==> src/rtl/vedic_mult_pkg.sv <==
// Shared types and helpers for the nibble-serial vedic multiplier.
package vedic_mult_pkg;

    typedef enum logic [1:0] {
        IDLE = 2'd0,
        MULT = 2'd1,
        DONE = 2'd2
    } state_t;

    localparam int unsigned NIBBLE_W = 4;

    // Bit offset of the partial product for nibble pair (i, j).
    function automatic int unsigned nib_shift(input int unsigned i, input int unsigned j);
        return NIBBLE_W * (i + j);
    endfunction

endpackage

==> src/rtl/vedic_4x4.sv <==
// Combinational 4x4 unsigned multiplier built from four 2x2 vedic (urdhva) blocks.
module vedic_4x4 (
    input  logic [3:0] a,
    input  logic [3:0] b,
    output logic [7:0] r
);

    function automatic logic [3:0] v2x2(input logic [1:0] x, input logic [1:0] y);
        logic [1:0] t;
        logic [1:0] s;
        t = {1'b0, x[1] & y[0]} + {1'b0, x[0] & y[1]};
        s = {1'b0, x[1] & y[1]} + {1'b0, t[1]};
        return {s, t[0], x[0] & y[0]};
    endfunction

    logic [3:0] w_ll;
    logic [3:0] w_hl;
    logic [3:0] w_lh;
    logic [3:0] w_hh;
    logic [4:0] w_mid;

    assign w_ll  = v2x2(a[1:0], b[1:0]);
    assign w_hl  = v2x2(a[3:2], b[1:0]);
    assign w_lh  = v2x2(a[1:0], b[3:2]);
    assign w_hh  = v2x2(a[3:2], b[3:2]);
    assign w_mid = {1'b0, w_hl} + {1'b0, w_lh};

    assign r = {w_hh, 4'b0000} + {1'b0, w_mid, 2'b00} + {4'b0000, w_ll};

endmodule

==> src/rtl/vedic_serial_mult.sv <==
// OP_WIDTH x OP_WIDTH unsigned multiplier that walks every nibble pair through one
// vedic_4x4 core and shift-accumulates the partial products.
module vedic_serial_mult
    import vedic_mult_pkg::*;
#(
    parameter int OP_WIDTH = 16
) (
    input  logic                  clk,
    input  logic                  reset,
    input  logic                  in_valid,
    output logic                  in_ready,
    input  logic [OP_WIDTH-1:0]   a,
    input  logic [OP_WIDTH-1:0]   b,
    output logic                  out_valid,
    input  logic                  out_ready,
    output logic [2*OP_WIDTH-1:0] result,
    output logic                  busy
);

    localparam int NIB   = OP_WIDTH / NIBBLE_W;
    localparam int CNT_W = (NIB > 1) ? $clog2(NIB) : 1;
    localparam int ACC_W = 2 * OP_WIDTH;
    localparam logic [CNT_W-1:0] LAST = CNT_W'(NIB - 1);

    generate
        if ((OP_WIDTH % 4 != 0) || (OP_WIDTH < 8)) begin : g_bad_width
            $error("vedic_serial_mult: OP_WIDTH must be a multiple of 4 and >= 8");
        end
    endgenerate

    state_t              r_state;
    state_t              w_next;
    logic [OP_WIDTH-1:0] r_a;
    logic [OP_WIDTH-1:0] r_b;
    logic [ACC_W-1:0]    r_acc;
    logic [CNT_W-1:0]    r_i;
    logic [CNT_W-1:0]    r_j;
    logic [3:0]          w_a_nib;
    logic [3:0]          w_b_nib;
    logic [7:0]          w_prod;
    logic [ACC_W-1:0]    w_term;
    logic                w_last_pair;

    always_comb begin
        w_a_nib = '0;
        w_b_nib = '0;
        for (int k = 0; k < NIB; k++) begin
            if (r_i == CNT_W'(k)) w_a_nib = r_a[k*NIBBLE_W +: NIBBLE_W];
            if (r_j == CNT_W'(k)) w_b_nib = r_b[k*NIBBLE_W +: NIBBLE_W];
        end
    end

    vedic_4x4 u_core (
        .a (w_a_nib),
        .b (w_b_nib),
        .r (w_prod)
    );

    assign w_term      = ACC_W'(w_prod) << nib_shift(32'(r_i), 32'(r_j));
    assign w_last_pair = (r_i == LAST) && (r_j == LAST);

    always_ff @(posedge clk) begin
        if (reset) r_state <= IDLE;
        else       r_state <= w_next;
    end

    always_comb begin
        w_next = r_state;
        case (r_state)
            IDLE:    if (in_valid)    w_next = MULT;
            MULT:    if (w_last_pair) w_next = DONE;
            DONE:    if (out_ready)   w_next = IDLE;
            default:                  w_next = IDLE;
        endcase
    end

    always_comb begin
        in_ready  = (r_state == IDLE);
        busy      = (r_state == MULT) || (r_state == DONE);
        out_valid = (r_state == DONE);
        result    = r_acc;
    end

    // acc is only cleared on acceptance so result holds its last product in IDLE.
    always_ff @(posedge clk) begin
        if (reset) begin
            r_a   <= '0;
            r_b   <= '0;
            r_acc <= '0;
            r_i   <= '0;
            r_j   <= '0;
        end else begin
            case (r_state)
                IDLE: begin
                    if (in_valid) begin
                        r_a   <= a;
                        r_b   <= b;
                        r_acc <= '0;
                        r_i   <= '0;
                        r_j   <= '0;
                    end
                end
                MULT: begin
                    r_acc <= r_acc + w_term;
                    if (r_j == LAST) begin
                        r_j <= '0;
                        r_i <= (r_i == LAST) ? '0 : r_i + CNT_W'(1);
                    end else begin
                        r_j <= r_j + CNT_W'(1);
                    end
                end
                default: ;
            endcase
        end
    end

endmodule

==> config.mk <==
export PLATFORM = sky130hd
export DESIGN_NAME = vedic_serial_mult
export DESIGN_NICKNAME = d
export VERILOG_FILES = /design/src/rtl/vedic_mult_pkg.sv /design/src/rtl/vedic_4x4.sv /design/src/rtl/vedic_serial_mult.sv
export SDC_FILE = /design/constraint.sdc
export NUM_CORES = 1
export LEC_CHECK = 0
export ABC_AREA = 1
export CAP_MARGIN = 25
export CORE_MARGIN = 2
export CORE_UTILIZATION = 50
export DETAILED_ROUTE_END_ITERATION = 7
export DONT_BUFFER_PORTS = 1
export GPL_ROUTABILITY_DRIVEN = 0
export GPL_TIMING_DRIVEN = 0
export SLEW_MARGIN = 20
export SYNTH_ARGS = -nofsm -noshare
export SYNTH_HDL_FRONTEND = slang
export SYNTH_SLANG_ARGS = --single-unit
export TNS_END_PERCENT = 50
==> constraint.sdc <==
create_clock -name clk -period 6.05 [get_ports clk]
set_clock_uncertainty 0.05 [all_clocks]
set_input_delay 1.21 -clock clk [delete_from_list [all_inputs] [get_ports clk]]
set_output_delay 1.21 -clock clk [all_outputs]
set_load 0.005 [all_outputs]
==> results of run 1 <==
==> power by group <==
part	switching (uW)	internal (uW)	total [uW]	leakage (uW)
combinational	791	356	1150	0.00215
sequential	58.5	545	604	0.000572
clock	209	192	400	0.0000996
total	1060	1090	2150	0.00282
==> registers in the layout, summed over array words and instances, names as in the netlist <==
register and flops:
result 32, r_a 16, r_b 16, r_i 2
r_j 2, r_state 2
==> cells by family after synthesis <==
logic type               synth area share
AO/OA/AOI/OAI                       0.206
XOR/XNOR                          0.00939
adder cells (fa/ha/maj)             0.148
buffers and inverters              0.0758
flip-flops                          0.250
multiplexers                      0.00179
AND/OR/NAND/NOR                     0.308
==> worst max-delay path, delay by kind of cell (launching register included) <==
family | cells | cell delay (ns)
adders and majority gates | 6 | 1.89
buffers and inverters | 3 | 0.30
and+or+nand+nor | 9 | 0.99
AOI/OAI and AO/OA | 7 | 1.10
xor gates and xnor gates | 2 | 0.32
muxes | 1 | 0.52
DFF | 1 | 0.42
==> routing by layer <==
layer  share of wire  track usage
met1            0.41        0.313
met4           0.039        0.148
met5               0            0
met3           0.058       0.0492
met2            0.50        0.512
==> through the flow <==
stage               hold WS [ns]   util
CTS                        0.422  0.548
floorplan                  0.380      -
global route               0.458  0.553
global placement           0.402  0.530
finish                     0.424  0.553
detailed placement         0.410  0.530
==> placed cells by master, fill, tap and decap left out, drive strengths merged <==
cell / instances
bufinv: 1
nor2: 139
clkinv: 4
nand2: 197
o22ai: 2
nor3: 7
fa: 4
nor4: 1
o31ai: 1
inv: 89
a21oi: 110
a211oi: 2
a21o: 5
dfxtp: 70
o21bai: 8
o32ai: 1
clkbuf: 23
nand3: 53
or2: 4
nand3b: 4
nand4: 9
o21a: 1
a31oi: 5
o221ai: 1
a22oi: 4
and2: 1
mux2i: 1
xor2: 4
xnor2: 2
buf: 7
ha: 60
clkinvlp: 1
o21ai: 68
o211ai: 2
==> worst max-delay path by stage <==
| stage | start | to | cells after the start | slack, ns |
|---|---|---|---|---|
| 4_1_cts | r_j[0]$_SDFFE_PP0P_ | result[27]$_SDFFE_PP0P_ | 33 | 0.08 |
| 5_1_grt | r_j[0]$_SDFFE_PP0P_ | result[27]$_SDFFE_PP0P_ | 30 | 0.009 |
| 3_3_place_gp | r_j[0]$_SDFFE_PP0P_ | result[27]$_SDFFE_PP0P_ | 32 | 0.18 |
| 3_5_place_dp | r_j[0]$_SDFFE_PP0P_ | result[27]$_SDFFE_PP0P_ | 32 | 0.12 |
| 6_report | r_j[0]$_SDFFE_PP0P_ | result[27]$_SDFFE_PP0P_ | 28 | 0.31 |
| 2_1_floorplan | r_j[1]$_SDFFE_PP0P_ | result[11]$_SDFFE_PP0P_ | 31 | 1.29 |
==> timing repair <==
action / in CTS / in global routing
endpoints found under the setup margin: 0 / 23
hold buffers: 0 / 0
endpoints found under the hold margin: 0 / 0
gates resized for setup: 0 / 11
==> layout make-up <==
class	count	area, um2	share of cell area
Buffer	21	93.8	0.0156
Clock buffer	9	124	0.0206
Clock inverter	7	73.8	0.0123
Inverter	88	330	0.0549
Multi-Input combinational cell	696	3820	0.635
Sequential cell	70	1400	0.233
Tap cell	140	175	0.0291
==> synthesized netlist by cell type, drive strengths merged <==
cell type	n
a22oi	4
o32ai	1
mux2i	1
nand4	9
nand3b	4
a21oi	110
a31oi	5
o21bai	8
nor3	7
or2	4
inv	88
buf	7
o221ai	1
dfxtp	70
o31ai	1
clkbuf	14
xnor2	2
o21a	1
nand2	197
a21o	5
ha	60
fa	4
nand3	53
a211oi	2
o22ai	2
nor4	1
o21ai	68
xor2	4
o211ai	2
and2	1
nor2	139
==> metrics.yaml, run 1 <==
hp-class: "reg2reg"
routed_wl_mm: 16.2
maxCapViolCount: 0
worst_pin_slew_ns: 0.609
path_max_fanout: 7
crit_top_cell: "ha_1"
r2r-end: "result[27]$_SDFFE_PP0P_"
p_leak_uw: 0.00282
design.core.area_mm2: 0.0109
cts_tree: "done"
rsz0062_at_grt: "false"
r2r_cells: 28
area_delta_synth_final_pct: 7.44
critPathMaxStageDelay_ns: 0.52
clk_path_buf_depth: 2
hold_viol: 0
fin_ws_ns: 0.311
cts-htree-levels: 3
row_count: 38
r2r_start: "r_j[0]$_SDFFE_PP0P_"
first_pass_iters: 7
whs_path_depth: 2
grt.overflow.total: 0
total_power_uw: 2150
start_util: 0.514
grt_pass1_vias: 5504
detail_route.wl_per_cell_um: 15.7
synth.area.top_cells: "dfxtp_1, ha_1, nand2_1"
cts.sinks: 70
holdPathEnd: "r_b[9]$_SDFFE_PP0P_"
drc: 0
finalInstanceArea_mm2: 0.00602
setup_viol: 0
synth_area_leader_cell: "dfxtp_1"
dpl_cell_area_mm2: 0.00577
postSynthCellCount: 875
grt_first_pass_wirelength_mm: 26.0
yosysSeqAreaShare: 0.250
synth_area_mm2: 0.00560
power_density_mw_per_mm2: 358
synth_nets: 975
die-area_mm2: 0.0121
drive_gt1_frac: 0.0651
ioPinCount: 71
post-route-period-util: 0.949
synthDistinctLibCells: 42
crit_path_top_delay_cell: "mux2i_2"
status: "finished clean"
grt_max_degree: 14
ir_drop_v: 0.000219
startpoint_type: "flip-flop"
ant_nets: 0
slew_violations: 0
dp_slack_ns: 0.117
root_buffer: "clkbuf_8"
path_class: "reg2reg"
synth.avg_cell_area_um2: 6.40
crit_arrival_ns: 5.93
cts_made_buffers: 9
hold_start: "r_b[9]$_SDFFE_PP0P_"
viasPerCell: 5.62
track_usage: 0.283
clk-insertion-delay-late_ns: 0.38
synth_warnings: 0
place_inst: 1015
maxSlewHeadroom: 0.586
max_freq_mhz: 174
dr_total_vias: 5790
fin_nets: 986
die_w_um: 110
diodes: 0
io_buffers: 0
ys_ff_latch: 70
cp_data_required_time_ns: 6.24
synth_top_area_frac: 0.250
reg2reg_setup_slack_ns: 0.31
fin_cells: 1031
totalNegativeSetupSlack_ns: 0
cts_setup_buffers: 0
dr.first_iter.drc_count: 316
die_y_um: 110
hpwl_mm: 13.1
clk_pin_slew_ns: 0.09
fill_cells: 1090
cp-end-kind: "flip-flop"
antenna_found_initial: 0
fin_crit_ns: 5.74
(Power assumes the default switching activity.)
==> run 2, diff against run 1 <==
--- a/config.mk
+++ b/config.mk
@@ -11,8 +11,8 @@
 export CORE_UTILIZATION = 50
 export DETAILED_ROUTE_END_ITERATION = 7
 export DONT_BUFFER_PORTS = 1
-export GPL_ROUTABILITY_DRIVEN = 0
 export GPL_TIMING_DRIVEN = 0
+export SETUP_SLACK_MARGIN = 0.05
 export SLEW_MARGIN = 20
 export SYNTH_ARGS = -nofsm -noshare
 export SYNTH_HDL_FRONTEND = slang
==> run 2 against run 1 <==
  * Maximum frequency is 0.22% higher
  * Critical endpoint is now result[31]$_SDFFE_PP0P_
  * Global-route usage up 1.3 points
  * Highest routed layer unchanged
  * Via count about the same
==> metrics.yaml, run 2 (same netlist as run 1, synthesis figures left out) <==
status: "finished clean"
largest_reg_flops: 32  # unchanged
crit_arrival_ns: 5.93  # about the same
ant_nets: 0  # unchanged
die_y_um: 110  # unchanged
cts-htree-levels: 3  # unchanged
hold_viol: 0  # unchanged
final_cell_mix: "nand2_1, nor2_1, a21oi_1, inv_1, dfxtp_1"
routed_wl_mm: 17.1  # +5.4%
dr_total_vias: 5794  # +0.069%
die_w_um: 110  # unchanged
grt_max_degree: 15  # +1
root_buffer: "clkbuf_8"
area_delta_synth_final_pct: 7.35  # about the same
clk_pin_slew_ns: 0.08  # about the same
viasPerCell: 5.62  # about the same
crit_path_top_delay_cell: "o32ai_1"
dp_slack_ns: 0.0753  # -0.0414 ns
layout_commonest_cell: "nand2_1"
p_seq_frac: 0.285  # +0.004
place_inst: 1015  # unchanged
slew_violations: 0  # unchanged
crit_top_cell: "nand2_1"
dr.first_iter.drc_count: 367  # +16%
hpwl_mm: 13.9  # +6.1%
fin_nets: 986  # unchanged
track_usage: 0.296  # +0.0129
drive_gt1_frac: 0.0718  # +0.00673
io_buffers: 0  # unchanged
critPathMaxStageDelay_ns: 0.52  # about the same
fin_crit_ns: 5.73  # -0.0129 ns
cts_hold_buf: 0  # unchanged
first_pass_iters: 5  # -2
cts.sinks: 70  # unchanged
grt.overflow.total: 0  # unchanged
row_count: 38  # unchanged
cp-end-kind: "flip-flop"
cts_made_buffers: 9  # unchanged
fin_ws_ns: 0.323  # +0.0129 ns
switching_share: 0.503  # +0.0115
post-route-period-util: 0.947  # -0.00213
hp-class: "reg2reg"
ir_drop_v: 0.000252  # +15%
detail_route.wl_per_cell_um: 16.5  # +5.4%
power_density_mw_per_mm2: 354  # -1.1%
rsz0062_at_grt: "true"
fill_cells: 1121  # +2.8%
clk-insertion-delay-late_ns: 0.39  # about the same
startpoint_type: "flip-flop"
multi_input_area_mm2: 0.00383  # +0.36%
p_int_uw: 1060  # -3.4%
totalNegativeSetupSlack_ns: 0  # unchanged
cts_tree: "done"
setup_viol: 0  # unchanged
final-seq-area_mm2: 0.00140  # +0.18%
cts_setup_buffers: 0  # unchanged
p_leak_uw: 0.00281  # -0.43%
grt_pass1_vias: 5544  # +0.73%
pwr-share-clk: 0.175  # -0.011
grt_first_pass_wirelength_mm: 26.9  # +3.2%
postLayoutCoreUtil: 0.552  # about the same
diodes: 0  # unchanged
cp_data_required_time_ns: 6.25  # about the same
path_max_fanout: 7  # unchanged
maxSlewHeadroom: 0.558  # -0.0287
max_freq_mhz: 175  # +0.22%
start_util: 0.514  # unchanged
gp_congestion: 0.950
p_switching_uw: 1070  # +1.1%
die-area_mm2: 0.0121  # unchanged
worst_pin_slew_ns: 0.664  # +0.0550 ns
drc: 0  # unchanged
ioPinCount: 71  # unchanged
maxCapViolCount: 0  # unchanged
path_class: "reg2reg"
clk_path_buf_depth: 2  # unchanged
antenna_found_initial: 0  # unchanged
fin_cells: 1031  # unchanged
whs_ns: 0.422  # -0.00210 ns
design.core.area_mm2: 0.0109  # unchanged
p_comb_frac: 0.540  # +0.007
[run 2: cell type report]
cell class,count,area share
Clock buffer,9,0.0206
Inverter,88,0.0550
Sequential cell,70,0.234
Multi-Input combinational cell,696,0.637
Tap cell,140,0.0291
Buffer,21,0.0156
Clock inverter,7,0.00874
[run 2: path summary, 6_finish.rpt]
path	end	start	slack, ns	cells after the start
setup / recovery	result[31]$_SDFFE_PP0P_	r_i[0]$_SDFFE_PP0P_	0.32	30
hold / removal	r_b[8]$_SDFFE_PP0P_	r_b[8]$_SDFFE_PP0P_	0.42	2
setup reg to reg	result[31]$_SDFFE_PP0P_	r_i[0]$_SDFFE_PP0P_	0.32	30
hold reg to reg	r_b[8]$_SDFFE_PP0P_	r_b[8]$_SDFFE_PP0P_	0.42	2
[run 2: per-layer routing]
layer,track usage,wire (um)
met5,0,0
met4,0.127,499
met3,0.0462,884
met2,0.549,8730
met1,0.330,6940
[run 2: repair_timing]
item | in CTS | in global routing
resized for setup | 0 | 17
hold endpoints to repair | 0 | 0
endpoints found under the setup margin | 0 | 24
[run 2: through the flow]
step	power (uW)	area [um2]
6_report	2130	6010
5_1_grt	2300	6010
4_1_cts	2090	5950
3_5_place_dp	1720	5770
3_3_place_gp	1700	5770
2_1_floorplan	1420	5600
[run 2: worst max-delay path: cells and delay by family (launching register included)]
| kind | cells | cell delay (ns) |
|---|---|---|
| adder cells (fa/ha/maj) | 6 | 1.88 |
| AO/OA/AOI/OAI | 8 | 1.78 |
| AND/OR/NAND/NOR | 11 | 0.92 |
| flip-flops | 1 | 0.41 |
| XOR/XNOR | 2 | 0.31 |
| buffers and inverters | 3 | 0.26 |
[run 2: power by group through the flow]
stage	Clock, uW	Sequential (uW)	Combinational (uW)
floorplan	0	595	825
global placement	0	611	1090
detailed placement	0	615	1110
CTS	376	604	1110
global route	395	617	1290
finish	372	606	1150
==> run 3, diff against run 2 <==
--- a/config.mk
+++ b/config.mk
@@ -9,9 +9,11 @@
 export CAP_MARGIN = 25
 export CORE_MARGIN = 2
 export CORE_UTILIZATION = 50
+export CTS_CLUSTER_DIAMETER = 30
 export DETAILED_ROUTE_END_ITERATION = 7
 export DONT_BUFFER_PORTS = 1
 export GPL_TIMING_DRIVEN = 0
+export REMOVE_ABC_BUFFERS = 1
 export SETUP_SLACK_MARGIN = 0.05
 export SLEW_MARGIN = 20
 export SYNTH_ARGS = -nofsm -noshare
==> run 3 against run 2 <==
  * Cell area is 0.29% higher
  * Sequential share of layout area hardly changed
  * Non-clock buffer count is 14 lower
  * First-iteration DRC count is 11% lower
  * Power is 2.8% higher
  * Critical path depth is 3 lower
  * Critical endpoint is now result[22]$_SDFFE_PP0P_
  * Highest routed layer unchanged
==> metrics.yaml, run 3 (same netlist as run 1, synthesis figures left out) <==
cts_tree: "done"
crit_arrival_ns: 5.87  # -0.06 ns
area_delta_synth_final_pct: 7.66
finalInstanceArea_mm2: 0.00603  # +0.29%
p_leak_uw: 0.00280  # -0.16%
ant_nets: 0  # unchanged
status: "finished clean"
cts_made_buffers: 9  # unchanged
clk-insertion-delay-late_ns: 0.39  # about the same
grt_max_degree: 39  # +24
rsz0062_at_grt: "true"
maxCapViolCount: 0  # unchanged
critPathMaxStageDelay_ns: 0.46  # -0.06 ns
cts_hold_buf: 0  # unchanged
diodes: 0  # unchanged
gp_congestion: 0.941  # -0.91%
fin_crit_ns: 5.61  # -0.117 ns
startpoint_type: "flip-flop"
postLayoutCoreUtil: 0.554  # +0.00161
cp-end-kind: "flip-flop"
layout_commonest_cell: "nand2_1"
fin_ws_ns: 0.441  # +0.117 ns
p_seq_frac: 0.279  # -0.006
ir_drop_v: 0.000305  # +21%
max_freq_mhz: 178  # +2.1%
dpl_cell_area_mm2: 0.00570  # -1.4%
hp-class: "reg2reg"
fin_nets: 972  # -1.4%
pwr-share-clk: 0.188  # +0.013
design.core.area_mm2: 0.0109  # unchanged
viasPerCell: 5.60  # -0.35%
total_power_uw: 2180  # +2.8%
dr.first_iter.drc_count: 325  # -11%
start_util: 0.514  # unchanged
crit_path_top_delay_cell: "mux2i_2"
post-route-period-util: 0.927  # -0.0194
grt_pass1_vias: 5384  # -2.9%
die-area_mm2: 0.0121  # unchanged
path_class: "reg2reg"
path_max_fanout: 7  # unchanged
grt_first_pass_wirelength_mm: 26.1  # -2.8%
clk_pin_slew_ns: 0.08  # about the same
final_cell_mix: "nand2_1, nor2_1, a21oi_1, inv_1, dfxtp_1"
ioPinCount: 71  # unchanged
hold_viol: 0  # unchanged
power_density_mw_per_mm2: 362  # +2.5%
p_int_uw: 1120  # +5.7%
cp_data_required_time_ns: 6.32  # +0.07 ns
dp_slack_ns: -0.00741  # -0.0827 ns
hpwl_mm: 12.9  # -6.9%
crit_top_cell: "ha_1"
routed_wl_mm: 16.5  # -3.5%
drive_gt1_frac: 0.0765  # +0.00465
largest_reg_flops: 32  # unchanged
worst_pin_slew_ns: 0.713  # +0.0492 ns
die_w_um: 110  # unchanged
setup_viol: 0  # unchanged
io_buffers: 0  # unchanged
detail_route.wl_per_cell_um: 16.2  # -2.0%
clk_path_buf_depth: 2  # unchanged
maxSlewHeadroom: 0.524  # -0.0333
antenna_found_initial: 0  # unchanged
drc: 0  # unchanged
slew_violations: 0  # unchanged
critPathTopFamily: "adder cells"
dr_total_vias: 5690  # -1.8%
cts-htree-levels: 3  # unchanged
cts.sinks: 70  # unchanged
crit_buf_inv: 1  # -2
switching_share: 0.489  # -0.0141
die_y_um: 110  # unchanged
track_usage: 0.283  # -0.0127
row_count: 38  # unchanged
p_comb_frac: 0.533  # -0.007
p_switching_uw: 1070  # about the same
grt.overflow.total: 0  # unchanged
first_pass_iters: 5  # unchanged
root_buffer: "clkbuf_8"
run 3: cell count changes in the layout (fill, tap and decap cells not counted), sizes merged:
cell,change
inv,-3
clkinv,-2
clkinvlp,+1
clkbuf,-12
bufinv,+1
run 3: layer usage:
metal	track usage	vias to the layer above	routed length [um]
met1	0.330	2574	6900
met2	0.505	163	8060
met4	0.135	0	550
met5	0	-	0
li1	-	2918	-
met3	0.0397	35	941
run 3: layout make-up:
type / count / area, um2
clock inverter: 4 / 55.1
fill: 1124 / 4860
sequential: 70 / 1410
timing repair buffer: 7 / 67.6
multi-input combinational: 696 / 3850
tap: 140 / 175
inverter: 88 / 334
clock buffer: 11 / 141
run 3: power by group through the flow:
stage,Combinational [uW],Clock (uW),Sequential [uW]
2_1_floorplan,785,0,595
3_3_place_gp,1050,0,612
3_5_place_dp,1080,0,616
4_1_cts,1100,413,605
5_1_grt,1310,429,620
6_report,1160,411,611
run 3: worst paths after layout:
check                                    startpoint                 endpoint  slack [ns]  cells after the start
worst max-delay path            r_j[0]$_SDFFE_PP0P_  result[22]$_SDFFE_PP0P_        0.44                     27
worst min-delay path            r_b[9]$_SDFFE_PP0P_      r_b[9]$_SDFFE_PP0P_        0.41                      2
worst max register to register  r_j[0]$_SDFFE_PP0P_  result[22]$_SDFFE_PP0P_        0.44                     27
worst min register to register  r_b[9]$_SDFFE_PP0P_      r_b[9]$_SDFFE_PP0P_        0.41                      2
run 3: stage by stage:
step                std cells  hold slack (ns)   TNS, ns
finish                   1016            0.408         0
global route             1016            0.455         0
CTS                      1010            0.410         0
detailed placement        995            0.399  -0.00741
global placement          994            0.394         0
floorplan                 854            0.382         0
run 3: what timing repair did:
item / CTS / global route
pin swaps: 0 / 3
gates resized for setup: 2 / 22
setup buffers: 0 / 5
setup endpoints to repair: 3 / 24
cloned: 0 / 0
run 3: worst reg2reg max path: cells and delay by family, from the launching register on:
family / cells / cell delay (ns)
simple gates: 10 / 0.89
xor+xnor: 2 / 0.30
mux: 1 / 0.47
fa+ha+maj: 6 / 1.90
buf+inv: 1 / 0.19
compound gates: 7 / 1.32
flops: 1 / 0.42
